--- src/rtl/sysid_verifier.sv ---
// sysid_verifier: boot-time identity checker for the system-ID Avalon-MM slave.
// After reset, and on each start request in DONE, it reads word 0 (ID) and
// word 1 (timestamp), compares both against build-time parameters and
// publishes registered pass/fail status.
//
// Ports:
//   clock, reset       single rising-edge clock, synchronous active-high reset
//   start              one-cycle rerun request, honoured only in DONE
//   av_address/av_read Avalon-MM read command to the system-ID slave
//   av_waitrequest     command stall from slave/fabric
//   av_readdatavalid   read response strobe, with av_readdata (32 bits)
//   busy, done         check in progress / last check finished
//   id_ok, ts_ok       captured words matched EXPECTED_ID / EXPECTED_TS
//   timeout_err        last check aborted by the watchdog
//   sys_id, sys_ts     captured word 0 / word 1
//
// Optional feature: define SYSID_VERIFIER_TIMEOUT_EN to build the per-read
// watchdog (TIMEOUT_CYCLES, 1..65535). Without it the FSM waits indefinitely
// and timeout_err stays 0.
module sysid_verifier #(
   parameter logic [31:0] EXPECTED_ID    = 32'd11,
   parameter logic [31:0] EXPECTED_TS    = 32'd1448617297,
   parameter int unsigned TIMEOUT_CYCLES = 255
) (
   input  logic        clock,
   input  logic        reset,
   input  logic        start,
   output logic        av_address,
   output logic        av_read,
   input  logic        av_waitrequest,
   input  logic        av_readdatavalid,
   input  logic [31:0] av_readdata,
   output logic        busy,
   output logic        done,
   output logic        id_ok,
   output logic        ts_ok,
   output logic        timeout_err,
   output logic [31:0] sys_id,
   output logic [31:0] sys_ts
);

   typedef enum logic [2:0] {
      IDLE    = 3'd0,
      ID_REQ  = 3'd1,
      ID_WAIT = 3'd2,
      TS_REQ  = 3'd3,
      TS_WAIT = 3'd4,
      DONE    = 3'd5
   } state_t;

   state_t      state, state_d;
   logic        av_address_d, av_read_d, busy_d, done_d;
   logic        id_ok_d, ts_ok_d, timeout_d;
   logic [31:0] sys_id_d, sys_ts_d;
   logic        accept, capture, expire;

   // av_read is registered and high only in the REQ states, so it doubles as
   // the "command outstanding" qualifier.
   assign accept = av_read & ~av_waitrequest;

   // A response counts only after the command has been accepted (same cycle
   // for a zero-latency fabric); strobes elsewhere are ignored.
   always_comb begin
      capture = 1'b0;
      case (state)
         ID_REQ, TS_REQ:   capture = accept & av_readdatavalid;
         ID_WAIT, TS_WAIT: capture = av_readdatavalid;
         default:          capture = 1'b0;
      endcase
   end

`ifdef SYSID_VERIFIER_TIMEOUT_EN
   localparam int unsigned WDOG_W = 16;

   logic [WDOG_W-1:0] wdog, wdog_d;

   // Counter value counts cycles already spent in this read, so the
   // TIMEOUT_CYCLES-th cycle is the one where it equals TIMEOUT_CYCLES-1.
   assign expire = busy & (wdog == WDOG_W'(TIMEOUT_CYCLES - 1));

   // Restart on entry to each REQ state, count every REQ/WAIT cycle.
   always_comb begin
      wdog_d = wdog;
      if ((state_d == ID_REQ || state_d == TS_REQ) && state_d != state) begin
         wdog_d = '0;
      end else if (busy) begin
         wdog_d = wdog + WDOG_W'(1);
      end
   end

   always_ff @(posedge clock) begin
      if (reset) begin
         wdog <= '0;
      end else begin
         wdog <= wdog_d;
      end
   end
`else
   logic unused_timeout;

   assign expire         = 1'b0;
   assign unused_timeout = ^16'(TIMEOUT_CYCLES);
`endif

   // Next-state and next-output logic.
   always_comb begin
      state_d   = state;
      sys_id_d  = sys_id;
      sys_ts_d  = sys_ts;
      id_ok_d   = 1'b0;
      ts_ok_d   = 1'b0;
      timeout_d = 1'b0;

      case (state)
         IDLE: state_d = ID_REQ;

         ID_REQ, ID_WAIT: begin
            if (capture) begin
               sys_id_d = av_readdata;
               state_d  = TS_REQ;
            end else if (expire) begin
               state_d   = DONE;
               timeout_d = 1'b1;
            end else if (state == ID_REQ && accept) begin
               state_d = ID_WAIT;
            end
         end

         TS_REQ, TS_WAIT: begin
            if (capture) begin
               sys_ts_d = av_readdata;
               state_d  = DONE;
               id_ok_d  = (sys_id == EXPECTED_ID);
               ts_ok_d  = (av_readdata == EXPECTED_TS);
            end else if (expire) begin
               state_d   = DONE;
               timeout_d = 1'b1;
            end else if (state == TS_REQ && accept) begin
               state_d = TS_WAIT;
            end
         end

         DONE: begin
            if (start) begin
               state_d = ID_REQ;
            end else begin
               id_ok_d   = id_ok;
               ts_ok_d   = ts_ok;
               timeout_d = timeout_err;
            end
         end

         default: state_d = IDLE;
      endcase

      // Outputs are registered from the next state so they line up with it.
      av_read_d    = (state_d == ID_REQ) || (state_d == TS_REQ);
      av_address_d = (state_d == TS_REQ);
      busy_d       = (state_d != IDLE) && (state_d != DONE);
      done_d       = (state_d == DONE);
   end

   // State register.
   always_ff @(posedge clock) begin
      if (reset) begin
         state <= IDLE;
      end else begin
         state <= state_d;
      end
   end

   // Output and capture registers.
   always_ff @(posedge clock) begin
      if (reset) begin
         av_address  <= 1'b0;
         av_read     <= 1'b0;
         busy        <= 1'b0;
         done        <= 1'b0;
         id_ok       <= 1'b0;
         ts_ok       <= 1'b0;
         timeout_err <= 1'b0;
         sys_id      <= '0;
         sys_ts      <= '0;
      end else begin
         av_address  <= av_address_d;
         av_read     <= av_read_d;
         busy        <= busy_d;
         done        <= done_d;
         id_ok       <= id_ok_d;
         ts_ok       <= ts_ok_d;
         timeout_err <= timeout_d;
         sys_id      <= sys_id_d;
         sys_ts      <= sys_ts_d;
      end
   end

endmodule

--- config.mk ---
export PLATFORM = sky130hd
export DESIGN_NAME = sysid_verifier
export DESIGN_NICKNAME = d
export VERILOG_FILES = /design/src/rtl/sysid_verifier.sv
export SDC_FILE = /design/constraint.sdc
export NUM_CORES = 1
export LEC_CHECK = 0
export ABC_AREA = 1
export CORE_MARGIN = 3
export CORE_UTILIZATION = 48
export DETAILED_ROUTE_END_ITERATION = 10
export PLACE_DENSITY = 0.85
export SYNTH_ARGS = -nofsm -noshare
export SYNTH_HDL_FRONTEND = slang
export SYNTH_SLANG_ARGS = --single-unit
export TNS_END_PERCENT = 100
--- constraint.sdc ---
create_clock -name clock -period 2.3 [get_ports clock]
set_input_delay 0.46 -clock clock [delete_from_list [all_inputs] [get_ports clock]]
set_output_delay 0.46 -clock clock [all_outputs]
set_load 0.1 [all_outputs]
==> qor_table.md <==
| Parameter | Reported |
|---|---|
| Run status | finished, final reports clean |
| Worst clock skew on the final layout | 0.00429 ns |
| Number of buffer and inverter instances along the worst setup path | 3 |
| Detailed-route via count | 2913 |
| Hold path depth | 2 |
| Classification of the worst setup path | primary input to flip-flop |
| RePlAce Congestion | 0.849 |
| Biggest fanout along the worst timing path | 15 |
| Number of hold-slack violations in the final timing report | 0 |
| Worst setup slack before clock tree synthesis | 0.207 ns |
| Summed negative setup slack over all endpoints | 0 ns |
| Number of CTS-inserted buffers | 9 |
| Placed Cells incl. Taps | 569 |
| Number of sinks handled by clock tree synthesis | 73 |
| Vias/cell | 4.98 |
| Synth Net Count | 440 |
| Share of the synthesized area in the top cell type | 49.1% |
| Port Buf Inserts | 106 |
| Root buffer cell | sky130_fd_sc_hd__clkbuf_8 |
| Top-Level Pins | 108 |
| Power after layout | 2850 uW |
| Post-DP HPWL | 5590 um |
| Core area | 5960 um2 |
| Setup repair after global routing missed its margin | false |
| Req. time, crit path | 2.57 ns |
| Cell repeated most along the worst path | sky130_fd_sc_hd__nor2_1 |
| Initial standard-cell utilization of the core | 49.9% |
| Clock period minus final worst setup slack | 1.78 ns |
| Post-cts sizing count | 0 |
| Syn-to-layout area delta | 37.4% |
| Remaining DRCs | 0 |
| List of cells traversed by the critical path | clkdlybuf4s50_1 -> nor2_1 -> nand3_1 -> nand2_2 -> nand3_4 -> inv_2 -> buf_4 -> nor2_1 -> nor2_1 |
| Yosys top cell by area | sky130_fd_sc_hd__dfxtp_1 |
| Startpoint types | primary input |
| Floorplan die width | 84.7 um |
| Cell at the slowest stage of the critical path | sky130_fd_sc_hd__clkdlybuf4s50_1 |
| Number of failing setup endpoints in the final timing report | 0 |
| Stages on the worst setup path | 9 |
| Total routing resource utilization after global routing | 22.0% |
| Fin. max-slew vios | 0 |
| Pwr/cell area | 699 nW/um2 |
| Highest achievable clock rate | 562 MHz |
| Largest net degree at the start of global routing | 67 |
| Category of cells accounting for the largest share of critical-path delay | buffers and inverters |
| Area of the die | 7180 um2 |
| Global-route wire length before repair | 12700 um |
| Number of different library cells in the post-synthesis netlist | 26 |
| Class of the tightest hold or removal check | flip-flop to flip-flop |
| Maximum Capacitance Violations | 0 |
| Finished Layout Cells | 585 |
| Diode insertion count for antenna repair | 0 |
| Cell leakage power | 0.00179 uW |
| Total of hold buffers inserted after clock tree synthesis | 0 |
| Number of nets at the end of the flow | 542 |
| Vias in the first global route | 2629 |
| Cell count after synthesis | 403 |
| Smallest setup slack after layout | 0.519 ns |
| Tcrit/Tclk final | 77.4% |
| Share of post-route cells with drive strength above 1 | 23.3% |
| Max Root-Sink Buffers | 2 |
| Clock-pin transition on the worst setup and hold timing paths | 0.07 ns |
| Yosys synthesis warning count | 0 |
| Remaining Overflow, GRT | 0 |
| Number of levels the H-tree was split into | 3 |
| Chip Height | 84.7 um |
| Latest clock arrival within the worst-skew pair | 0.34 ns |
| Syn Std Cell Area | 2970 um2 |
| Count of nets left with antenna violations after detail routing | 0 |
| Placement Rows | 28 |
| Synth top area cells | sky130_fd_sc_hd__dfxtp_1, sky130_fd_sc_hd__nor2_1, sky130_fd_sc_hd__o21ai_0 |
| Synthesized area divided by synthesized cell count | 7.38 um2 |
| Flop and latch count out of synthesis | 73 |
| Maximum vdd ir drop | 0.379 mV |
| Detailed Routing Iterations Pass 1 | 4 |
| Sequential cell area fraction in the yosys report | 49.1% |
| Stage delay of the slowest cell on the critical path | 0.40 ns |
| Kind of end point of the critical path | flip-flop |
| Starting DRT DRC Count | 180 |
| Initial antenna violation count | 0 |
| Number of cell instances on the worst register-to-register path | 7 |
| Post-CTS setup buffer count | 0 |
| Data arrival, critical path | 2.05 ns |
| Total length of routed wires | 7800 um |
| Clock tree from TritonCTS | yes |
| WL per Instance | 13.3 um |
power by group:
part           internal, uW  switching [uW]  leakage, uW  total [uW]
Clock                   556             464     0.000109        1020
Combinational           152             359      0.00109         511
Sequential             1300            28.4     0.000591        1320
Total                  2000             851      0.00179        2850
tightest hold or removal path, delay by kind of cell (launching register included):
| kind | cells | cell delay (ns) |
|---|---|---|
| flip-flops | 1 | 0.32 |
| AO/OA/AOI/OAI | 1 | 0.05 |
| AND/OR/NAND/NOR | 1 | 0.06 |
final cells by class:
type | instances | area, um2
Fill cell | 524 | 1870
Clock inverter | 5 | 53.8
Clock buffer | 11 | 151
Sequential cell | 73 | 1460
Timing Repair Buffer | 112 | 956
Inverter | 19 | 76.3
Multi-Input combinational cell | 290 | 1290
Tap cell | 75 | 93.8
cells in the mapped netlist (all sizes together):
cell type  count
nor2         167
dfxtp         73
o21ai         65
nand2         34
inv           19
clkbuf        12
nand3         12
buf            9
a21oi          6
nand4          3
a21boi         1
conb           1
or2            1
cell families after synthesis:
family | after synthesis | share of synthesized area (%)
simple gates | 217 | 30.9
compound gates | 72 | 12.5
flops | 73 | 49.1
buf+inv | 40 | 7.40
other cells | 1 | 0.126
routing by layer:
metal  global-route usage [%]  vias up  wire [um]
met2                     36.5       89       3880
met5                        0        -          0
met1                     28.1     1338       3290
met3                     4.51        8        560
met4                     8.35        0         66
li1                         -     1478          -
through the flow:
step | utilization (%) | hold slack [ns] | instance area, um2
2_1_floorplan | - | 0.522 | 2970
3_3_place_gp | 65.1 | 0.459 | 3880
3_5_place_dp | 65.1 | 0.465 | 3880
4_1_cts | 68.6 | 0.477 | 4090
5_1_grt | 68.6 | 0.491 | 4090
6_report | 68.6 | 0.476 | 4090
worst paths after layout:
| path | startpoint | endpoint | slack, ns |
|---|---|---|---|
| worst max-delay path | av_waitrequest | sys_id[13] | 0.52 |
| worst min-delay path | id_ok | id_ok | 0.48 |
| worst max register to register | state[0] | sys_id[13] | 0.64 |
| worst min register to register | id_ok | id_ok | 0.48 |
state kept, by name, summed over array words and instances, names as in the netlist:
name,flops
av_address,1
ts_ok,1
av_read,1
sys_id,32
state,3
busy,1
done,1
sys_ts,32
id_ok,1
layout by cell type (no fill, tap or decap), drive strengths merged:
cell type and count:
nor2 167, buf 76, dfxtp 73, o21ai 65, clkdlybuf4s50 36, nand2 34, inv 19, nand3 12
clkbuf 11, a21oi 6, clkinv 4, nand4 3, a21boi 1, or2 1, conb 1, bufinv 1
Note: power is estimated with default switching activity, not from simulation.
==> RTL change 1 (same settings) <==
Add a define of `SYSID_VERIFIER_TIMEOUT_EN`.
--- a/src/rtl/sysid_verifier.sv
+++ b/src/rtl/sysid_verifier.sv
@@ -19,2 +19,4 @@
 // and timeout_err stays 0.
+`define SYSID_VERIFIER_TIMEOUT_EN
+
 module sysid_verifier #(
Check against the original RTL: same outputs for any inputs over 10 cycles, from zero or initial values and one cycle with reset high; that may be too few to reach the edited logic, so the function may still have changed.
==> RTL change 1 against the original RTL <==
Total power increased by 11%. Cell count rose by 17%. Combinational power shrank 18%. Sequential cell count increased by 17. Setup slack lost 0.15 ns. Synthesized area rose by 25%. Design area increased by 21%. Critical path depth increased by 5. Worst hold slack gained 0.0016 ns. Synthesized cell count rose by 18%. Global-route usage grew 1.8 points. Routed wire length increased by 29%. Register-to-register slack worse by 0.27 ns. Critical endpoint is now wdog[14]. Largest cell class unchanged.
==> RTL change 1: results (changes against the original RTL) <==
Outcome
  • Run status: complete, no violations (unchanged)

Worst setup path
  • Worst path max stage delay: 0.38 ns (was 0.40 ns)
  • End point of the critical path: wdog[14] (was sys_id[13])
  • Dominant delay contributor by cell family on the critical path: simple AND/OR/NAND/NOR gates (was buffers and inverters)
  • Signal arrival time at the worst endpoint: 2.18 ns (was 2.05 ns)
  • Worst R2R Setup Slack: 0.37 ns (was 0.64 ns)

Global routing
  • Global-route wire length before repair: 16580 um (was 12740 um)
  • GR Layer Usage met3: 0.09375 (was 0.04514)
  • Vias in the first global route: 3598 (was 2629)
  • Pin count of the biggest net entering global routing: 49 (was 67)
  • All-Layer GR Usage: 0.2377 (was 0.2199)
  • Met2 global-route usage: 0.4116 (was 0.3651)

Routing
  • Initial DRT Pass Iterations: 5 (was 4)
  • Final routed wirelength across all metal layers: 10060 um (was 7800 um)
  • Met3 wire length: 816 um (was 560 um)
  • Drt first-iter violations: 194 (was 180)
  • Via density per instance: 5.220 (was 4.979)

Placement
  • Setup slack after placement: 0.07879 ns (was 0.2075 ns)
  • Final weighted congestion of routability-driven global placement: 0.9172 (was 0.8487)
  • Count of port buffers added during placement: 107 (was 106)

Min path
  • Endpoint with the worst hold slack: sys_id[3] (was id_ok)
  • Hold wc startpoint: sys_id[3] (was id_ok)

STA
  • Least setup slack across all paths after layout: 0.3729 ns (was 0.5193 ns)
  • Worst clock skew: 0.009726 ns (was 0.004287 ns)

Pwr
  • Switching part of the total power: 0.2721 (was 0.2980)
  • Static power due to leakage: 2.255 nW (was 1.788 nW)
  • Sequential Power Share: 0.508 (was 0.464)
  • Power Clock: 1.14 mW (was 1.02 mW)

Yosys
  • Area fraction in compound gates after synthesis: 0.1901 (was 0.1245)
  • Sequential element share of the synthesized area: 0.4845 (was 0.4914)
  • Yosys cell types: 32 (was 26)
  • Net count of the mapped netlist: 513 (was 440)
  • Top post-synthesis cells by area: sky130_fd_sc_hd__dfxtp_1, sky130_fd_sc_hd__o21ai_0, sky130_fd_sc_hd__a21oi_1, sky130_fd_sc_hd__inv_1, sky130_fd_sc_hd__nand2_1 (was sky130_fd_sc_hd__dfxtp_1, sky130_fd_sc_hd__nor2_1, sky130_fd_sc_hd__o21ai_0, sky130_fd_sc_hd__nand2_1, sky130_fd_sc_hd__nor2_2)

Cells and area
  • Share of final-layout standard cells stronger than drive strength 1: 0.2175 (was 0.2333)
  • Number of nets in the final layout: 618 (was 542)
  • Layout filler cell count: 624 (was 524)
  • Registers with the most flip-flops: sys_id x32, sys_ts x32, wdog x16 (was sys_id x32, sys_ts x32, state x3)

Clock tree
  • Clock insertion delay at the later pin of the skew report: 0.36 ns (was 0.34 ns)
## RTL change 1: changes by cell type in the layout (fill, tap and decap cells not counted), sizes merged, moves of 9 or more
cell / unedited run / this run
nand2: 34 / 53
inv: 19 / 65
nor4: 0 / 9
dfxtp: 73 / 90
a21oi: 6 / 66
nor2: 167 / 49
## RTL change 1: per-stage QoR
stage / power (mW) / area [sq um] / instances
floorplan: 1.929 / 3719 / 474
global placement: 2.054 / 4725 / 667
detailed placement: 2.062 / 4725 / 667
CTS: 3.175 / 4938 / 683
global route: 3.284 / 4938 / 683
finish: 3.167 / 4938 / 683
## RTL change 1: final cells by class
type	count	area [sq um]	area share
timing repair buffer	115	991.0	0.2007
tap	99	123.9	0.02508
sequential	90	1802	0.3648
clock inverter	4	48.80	0.009881
clock buffer	12	165.2	0.03344
multi-input combinational	298	1564	0.3167
inverter	65	244.0	0.04940
==> RTL change 2 (same settings) <==
Made on the original files. Encoding of `state_t`: now Gray code (3 bits for 6 states).
--- a/src/rtl/sysid_verifier.sv
+++ b/src/rtl/sysid_verifier.sv
@@ -42,8 +42,8 @@
    typedef enum logic [2:0] {
-      IDLE    = 3'd0,
-      ID_REQ  = 3'd1,
-      ID_WAIT = 3'd2,
-      TS_REQ  = 3'd3,
-      TS_WAIT = 3'd4,
-      DONE    = 3'd5
+      IDLE    = 3'b000,
+      ID_REQ  = 3'b001,
+      ID_WAIT = 3'b011,
+      TS_REQ  = 3'b010,
+      TS_WAIT = 3'b110,
+      DONE    = 3'b111
    } state_t;
Behaviour: same outputs for any inputs over 10 cycles, from zero or initial values and one cycle with reset high; not proved beyond that.
==> RTL change 2 against the original RTL <==
Sequential cell count is the same. Worst hold slack got worse by 0.011 ns. Global-route usage hardly changed. Die area increased by 5.7%. Total power up 3.5%. Setup slack gained 0.11 ns. Synthesized area is 6.1% higher. Count of clock-buffer cells in the layout unchanged. Combinational power shrank 15%. Non-clock buffer count stayed put. Design area rose by 5.1%. Core utilization is 1.5 points higher. Routed wire length rose by 3.5%.
==> RTL change 2: results (changes against the original RTL) <==
Cells and area
  • Final Non-Filler Cells: 586 (was 585)
  • Layout filler cell count: 501 (was 524)
  • Number of nets in the final layout: 543 (was 542)

STA
  • Smallest hold slack: 0.4653 ns (was 0.4758 ns)
  • Post-route minimum period: 1.673 ns (was 1.781 ns)

Yosys
  • Yosys cell types: 25 (was 26)
  • Mean cell area of the mapped netlist: 7.795 sq um (was 7.380 sq um)
  • Commonest cells post-synth: sky130_fd_sc_hd__nand2_1, sky130_fd_sc_hd__dfxtp_1, sky130_fd_sc_hd__inv_1 (was sky130_fd_sc_hd__nor2_1, sky130_fd_sc_hd__dfxtp_1, sky130_fd_sc_hd__o21ai_0)
  • Most common cell in the netlist: sky130_fd_sc_hd__nand2_1 (was sky130_fd_sc_hd__nor2_1)
  • Top post-synthesis cells by area: sky130_fd_sc_hd__dfxtp_1, sky130_fd_sc_hd__nand2_1, sky130_fd_sc_hd__a21oi_2, sky130_fd_sc_hd__nand2_2, sky130_fd_sc_hd__a21oi_1 (was sky130_fd_sc_hd__dfxtp_1, sky130_fd_sc_hd__nor2_1, sky130_fd_sc_hd__o21ai_0, sky130_fd_sc_hd__nand2_1, sky130_fd_sc_hd__nor2_2)
  • Sequential element share of the synthesized area: 0.4629 (was 0.4914)

Worst setup path
  • Signal arrival time at the worst endpoint: 1.93 ns (was 2.05 ns)
  • Path depth of the worst reg2reg path: 9 (was 7)
  • Worst path max stage delay: 0.56 ns (was 0.40 ns)
  • Timing startpoint of the critical path: av_readdatavalid (was av_waitrequest)

Placement
  • Cell area after placement: 4051 sq um (was 3880 sq um)
  • Number of instances in the placed design: 570 (was 569)
  • Setup slack after placement: 0.3037 ns (was 0.2075 ns)
  • HPWL reported at the end of detailed placement: 5815 um (was 5589 um)

Pwr
  • Peak ir drop on the vdd network: 0.4853 mV (was 0.3792 mV)

Global routing
  • Pin count of the biggest net entering global routing: 61 (was 67)
  • Met2 global-route usage: 0.3741 (was 0.3651)
  • GRT met1 Usage: 0.2861 (was 0.2812)
  • All-Layer GR Usage: 0.2195 (was 0.2199)
  • Vias in the first global route: 2839 (was 2629)
  • GR Layer Usage met3: 0.03690 (was 0.04514)
  • Global-route wire length before repair: 13200 um (was 12740 um)

Routing
  • Final routed wirelength across all metal layers: 8074 um (was 7800 um)
  • Via density per instance: 5.010 (was 4.979)

Outcome
  • Run status: complete, no violations (unchanged)
==> RTL change 2: cell count changes in the layout (fill, tap and decap cells not counted), moves of 4 or more <==
cell                      change
sky130_fd_sc_hd__o21ai_1     +17
sky130_fd_sc_hd__nand4_1      +4
sky130_fd_sc_hd__a21oi_1     +33
sky130_fd_sc_hd__nor2_1     -129
sky130_fd_sc_hd__nor2_2       -8
sky130_fd_sc_hd__o21ai_0     -53
sky130_fd_sc_hd__inv_1       +35
sky130_fd_sc_hd__nand2_2     +29
sky130_fd_sc_hd__nand2_1     +47
sky130_fd_sc_hd__a21oi_2     +29
==> RTL change 2: cell families after synthesis <==
| family | after synthesis | share of synthesized area |
|---|---|---|
| AND/OR/NAND/NOR | 160 | 0.2366 |
| AO/OA/AOI/OAI | 96 | 0.1879 |
| buffers and inverters | 75 | 0.1114 |
| flip-flops | 73 | 0.4629 |
| other | 1 | 0.001188 |
==> RTL change 2: critical path: cells and delay by family <==
family	cells	cell delay, ns
and+or+nand+nor	5	0.38
AOI/OAI and AO/OA	1	0.13
buffers and inverters	4	0.91
==> RTL change 2: layout make-up <==
cell class / instances / area [sq um] / area share
flip-flops and latches: 73 / 1461 / 0.3402
multi-input cells: 257 / 1344 / 0.3128
repair buffers: 112 / 950.9 / 0.2214
inverters: 53 / 201.4 / 0.04690
clock buffers: 11 / 141.4 / 0.03292
clock inverters: 5 / 102.6 / 0.02389
well taps: 75 / 93.84 / 0.02185
==> RTL change 2: where the power goes <==
group	switching (mW)	total [mW]	internal, mW
sequential	0.0156	1.30	1.29
clock	0.469	1.22	0.750
combinational	0.305	0.434	0.128
total	0.790	2.96	2.17
==> RTL change 2: per-layer routing <==
metal  wire [um]  part of all wire
met1        3546              0.44
met2        4046              0.50
met3         441             0.055
met4          40            0.0050
met5           0                 0
